[src/rtl/morse_transmitter.sv]
// morse_transmitter
// Plays a stored Morse bit-string (dot = 10, line = 1110, earliest symbol
// in the highest set bit) out serially, one bit per Morse unit, followed
// by an end-of-word gap. All outputs are registered.

module morse_transmitter #(
  parameter int WIDTH       = 20,
  parameter int UNIT_CYCLES = 12_500_000,
  parameter int GAP_UNITS   = 2
) (
  input  logic             clock,
  input  logic             reset,
  input  logic             start,
  input  logic [WIDTH-1:0] value,
  output logic             morse_out,
  output logic             busy,
  output logic             done
);

  // Counter widths: smallest width that holds the terminal count, never 0.
  localparam int UNIT_W    = (UNIT_CYCLES > 1) ? $clog2(UNIT_CYCLES) : 1;
  localparam int GAP_TOTAL = GAP_UNITS * UNIT_CYCLES;
  localparam int GAP_W     = (GAP_TOTAL > 1) ? $clog2(GAP_TOTAL) : 1;
  localparam int IDX_W     = (WIDTH > 1) ? $clog2(WIDTH) : 1;
  localparam bit HAS_GAP   = (GAP_UNITS > 0);

  localparam logic [UNIT_W-1:0] UNIT_LAST = UNIT_W'(UNIT_CYCLES - 1);
  localparam logic [GAP_W-1:0]  GAP_LAST  = GAP_W'((GAP_TOTAL > 0) ? GAP_TOTAL - 1 : 0);

  typedef enum logic [1:0] {
    S_IDLE,
    S_SEND,
    S_GAP,
    S_DONE
  } state_t;

  state_t            state_q,   state_d;
  logic [WIDTH-1:0]  pattern_q, pattern_d;
  logic [IDX_W-1:0]  bit_idx_q, bit_idx_d;
  logic [UNIT_W-1:0] unit_cnt_q, unit_cnt_d;
  logic [GAP_W-1:0]  gap_cnt_q, gap_cnt_d;
  logic              morse_q,   morse_d;
  logic              busy_q,    busy_d;
  logic              done_q,    done_d;

  logic [IDX_W-1:0]  lead_idx;
  logic              value_nonzero;
  logic [IDX_W-1:0]  bit_idx_dec;
  logic              unit_end;
  logic              gap_end;

  // Locate the leading 1 of the incoming pattern; it is the first bit sent.
  always_comb begin
    lead_idx = '0;
    for (int i = 0; i < WIDTH; i++) begin
      if (value[i]) begin
        lead_idx = IDX_W'(i);
      end
    end
  end

  assign value_nonzero = |value;
  assign bit_idx_dec   = bit_idx_q - IDX_W'(1);
  assign unit_end      = (unit_cnt_q == UNIT_LAST);
  assign gap_end       = (gap_cnt_q == GAP_LAST);

  // Next-state logic; outputs are computed for the upcoming state so that
  // the registered outputs line up with the state they describe.
  always_comb begin
    state_d    = state_q;
    pattern_d  = pattern_q;
    bit_idx_d  = bit_idx_q;
    unit_cnt_d = unit_cnt_q;
    gap_cnt_d  = gap_cnt_q;
    morse_d    = 1'b0;
    busy_d     = 1'b0;
    done_d     = 1'b0;

    case (state_q)
      S_IDLE: begin
        if (start) begin
          if (value_nonzero) begin
            pattern_d  = value;
            bit_idx_d  = lead_idx;
            unit_cnt_d = '0;
            state_d    = S_SEND;
            morse_d    = value[lead_idx];
            busy_d     = 1'b1;
          end else begin
            state_d = S_DONE;
            done_d  = 1'b1;
          end
        end
      end

      S_SEND: begin
        busy_d = 1'b1;
        if (unit_end) begin
          unit_cnt_d = '0;
          if (bit_idx_q != '0) begin
            bit_idx_d = bit_idx_dec;
            morse_d   = pattern_q[bit_idx_dec];
          end else if (HAS_GAP) begin
            state_d   = S_GAP;
            gap_cnt_d = '0;
          end else begin
            state_d = S_DONE;
            busy_d  = 1'b0;
            done_d  = 1'b1;
          end
        end else begin
          unit_cnt_d = unit_cnt_q + UNIT_W'(1);
          morse_d    = pattern_q[bit_idx_q];
        end
      end

      S_GAP: begin
        if (gap_end) begin
          gap_cnt_d = '0;
          state_d   = S_DONE;
          done_d    = 1'b1;
        end else begin
          gap_cnt_d = gap_cnt_q + GAP_W'(1);
          busy_d    = 1'b1;
        end
      end

      S_DONE: begin
        state_d = S_IDLE;
      end

      default: begin
        state_d = S_IDLE;
      end
    endcase
  end

  // State, datapath and output registers; reset wins over any request.
  always_ff @(posedge clock) begin
    if (reset) begin
      state_q    <= S_IDLE;
      pattern_q  <= '0;
      bit_idx_q  <= '0;
      unit_cnt_q <= '0;
      gap_cnt_q  <= '0;
      morse_q    <= 1'b0;
      busy_q     <= 1'b0;
      done_q     <= 1'b0;
    end else begin
      state_q    <= state_d;
      pattern_q  <= pattern_d;
      bit_idx_q  <= bit_idx_d;
      unit_cnt_q <= unit_cnt_d;
      gap_cnt_q  <= gap_cnt_d;
      morse_q    <= morse_d;
      busy_q     <= busy_d;
      done_q     <= done_d;
    end
  end

  assign morse_out = morse_q;
  assign busy      = busy_q;
  assign done      = done_q;

endmodule
[config.mk]
export PLATFORM = sky130hd
export DESIGN_NAME = morse_transmitter
export DESIGN_NICKNAME = d
export VERILOG_FILES = /design/src/rtl/morse_transmitter.sv
export SDC_FILE = /design/constraint.sdc
export NUM_CORES = 1
export LEC_CHECK = 0
export ABC_AREA = 1
export ABC_CLOCK_PERIOD_IN_PS = 5600
export BUFFER_PORTS_ARGS = -buffer_cell sky130_fd_sc_hd__buf_2
export CAP_MARGIN = 20
export CELL_PAD_IN_SITES_DETAIL_PLACEMENT = 2
export CELL_PAD_IN_SITES_GLOBAL_PLACEMENT = 2
export CORE_UTILIZATION = 37
export CTS_CLUSTER_DIAMETER = 100
export DETAILED_ROUTE_END_ITERATION = 16
export PLACE_DENSITY_LB_ADDON = 0.12
export SLEW_MARGIN = 40
export SYNTH_ARGS = -nofsm -noshare
export SYNTH_HDL_FRONTEND = slang
export SYNTH_SLANG_ARGS = --single-unit
[constraint.sdc]
create_clock -name clock -period 5.6 [get_ports clock]
set_clock_uncertainty 0.1 [all_clocks]
set_input_delay 0.28 -clock clock [delete_from_list [all_inputs] [get_ports clock]]
set_output_delay 0.28 -clock clock [all_outputs]
set_load 0.02 [all_outputs]
==> metrics.txt <==
pre-CTS setup slack a little over 2 ns; Die Y 112 um; drt first pass iters 4; syn nets ~670; grt ovf 0; PD cells approximately 440 nW/um^2; Syn Area/Cell about 6.9 sq um; register area share after synthesis 0.355; Clock power frac 0.267; Worst Setup Slack, final ~1.9 ns; Die Wd between 100 and 150 um; I/O Buffers 25; Routed Antenna Nets 0; RD Place Congestion a little under 0.8; CTS Buf Count 9; Leak around 1.9 nW; Placed Area between 4000 and 5000 sq um; RSZ-0062 raised after global routing no; DRC 0; share of layout cells above drive strength 1 0.110; die area around 12000 sq um; VDD IR max 205 uV; sequential fraction of design power 0.332; fin crit share 0.664; Seq cells post-synth 79; GR Util All Layers 0.258; FMAX about 270 MHz; P_sw around 0.93 mW; CP max FO 25; Combinational Power Share 0.401; Sw Share 0.427; vias in the first global route around 5000; Max Slew Vio Count 0; Pint ~1.3 mW; row cnt 39; DPL Wire Length ~11000 um; final period demand of the worst path 3.72 ns; area of the multi-input gates 2440 sq um; setup bufs post-CTS 0; share of the synthesized area in the top cell type 0.355; element type at the critical path start flop; status finished, final reports clean; filler instances between 1000 and 1500; DRT Wirelength around 15000 um; Area contributors post-synth dfxtp_1, a21oi_1, nand2_1; Hold Crit Class input port to flop; routed len/inst 18.7 um; Worst slew margin 0.465; Clk Latency, worst-skew pair 0.35 ns; # resized after CTS 0; Final Total Pwr roughly 2.2 mW; clock tree buffer depth 2; Root Driver clkbuf_16; CTS clk-pin slew, worst paths around 0.060 ns; Design Area, Final slightly below 5000 sq um; clock tree sinks just under 80; setup_tns 0 ns; pin count of the biggest net entering global routing 27; CP Class flop to flop; CTS Hold Buffers Added 0; Gate Count Post-Synth 643; final hold violation count 0; DR iter-0 viols ~160; setup violators final 0; Yosys Warn Count 0; via count between 4000 and 5000; vias per std cell 5.60; htree depth 3; I/O pin count 26; initial core utilization 0.385; area grow syn2layout 11.0%; synth unique cells just under 50; first-pass GRT wire length between 20000 and 30000 um; element type at the critical path end flop; Required @ worst endpoint ~5.8 ns; CP arrival between 3 and 4 ns; Final Net Count roughly 700; diodes inserted 0; initial antenna violation count 0; Yosys top cell by area dfxtp_1; synthesized area ~4500 sq um; worst slew pin tran about 0.8 ns; total area of sequential cells 1580 sq um; TritonCTS clock tree done; core area 11600 sq um; max_cap viols 0
## flip-flops by register name, indices dropped and copies added (netlist names)
name        cells
morse_out       1
state_q         2
pattern_q      20
gap_cnt_q      25
busy            1
unit_cnt_q     24
bit_idx_q       5
done            1
## worst paths after layout
check | from | endpoint | slack [ns] | depth (start not counted)
max | bit_idx_q[0] | gap_cnt_q[9] | 1.88 | 12
max reg2reg | bit_idx_q[0] | gap_cnt_q[9] | 1.88 | 12
min | value[18] | pattern_q[18] | 0.11 | 3
min reg2reg | pattern_q[11] | pattern_q[11] | 0.38 | 2
## per-stage QoR
| stage | utilization | instances | hold slack (ns) |
|---|---|---|---|
| after global placement | 0.403 | 794 | 0.368 |
| after floorplan | - | 643 | 0.328 |
| final | 0.427 | 808 | 0.109 |
| after detailed placement | 0.403 | 794 | 0.378 |
| after global routing | 0.427 | 808 | 0.131 |
| after CTS | 0.427 | 808 | 0.102 |
## final cells by class
class / instances / area share
well taps: 143 / 0.0362
clock buffers: 13 / 0.0506
inverters: 87 / 0.0671
clock inverters: 1 / 0.00608
flip-flops and latches: 79 / 0.320
multi-input cells: 460 / 0.495
repair buffers: 25 / 0.0253
## per-layer routing
layer	vias to the layer above	track usage	routed length, um	part of all wire
li1	2210	-	-	-
met3	31	0.0310	252	0.017
met1	2238	0.325	7100	0.47
met5	-	0	0	0
met4	0	0.112	357	0.024
met2	48	0.443	7400	0.49
## logic make-up (layout without fill, tap and decap cells)
| group | Yosys count | count (layout) | synth area share |
|---|---|---|---|
| simple gates | 277 | 277 | 0.301 |
| xor+xnor | 9 | 9 | 0.0177 |
| buf+inv | 104 | 126 | 0.0953 |
| fa+ha+maj | 8 | 8 | 0.0225 |
| compound gates | 166 | 166 | 0.209 |
| flops | 79 | 79 | 0.355 |
## worst max-delay path, stage by stage, from the launching register on
cell	delay [ns]
dfxtp_1	0.84
inv_1	0.53
ha_1	0.35
nand3_1	0.14
nor2_1	0.07
inv_2	0.07
o21ai_2	0.06
nand2_4	0.17
inv_6	0.07
a21oi_2	0.50
inv_1	0.36
a21oi_1	0.24
o21a_1	0.14
## synthesized netlist by cell type, drive strengths merged
cell	instances
buf	6
a2bb2oi	1
o31ai	1
a21oi	75
o22ai	2
o211ai	3
o21a	3
xor2	8
clkinv	2
nor3	35
nand2	99
a31oi	6
nand4	16
nor2	70
nor2b	1
nand3b	1
a311oi	1
or2	1
nor3b	3
a22oi	2
nand3	38
o21ai	63
xnor2	1
nor4	10
a211oi	9
and3	3
dfxtp	79
ha	8
inv	85
clkbuf	11
## power groups by stage
stage	clock network [mW]	logic [mW]	registers [mW]
after floorplan	0	0.667	0.697
after global placement	0	0.809	0.728
after detailed placement	0	0.862	0.734
after CTS	0.594	0.877	0.725
after global routing	0.613	0.981	0.737
final	0.584	0.877	0.726
## layout by cell type, fill, tap and decap left out, types with 5 or more instances in the layout
master / instances
nor2_2: 5
buf_2: 25
o21ai_0: 59
nor2_1: 63
clkbuf_16: 9
a211oi_1: 8
xor2_1: 8
inv_2: 7
dfxtp_1: 79
a31oi_1: 6
ha_1: 8
nand2_1: 91
a21oi_1: 73
nand4_1: 16
nand3_1: 37
inv_1: 77
nor3_1: 32
nand2_2: 5
nor4_1: 8
Power figures use the tool's default switching activity.
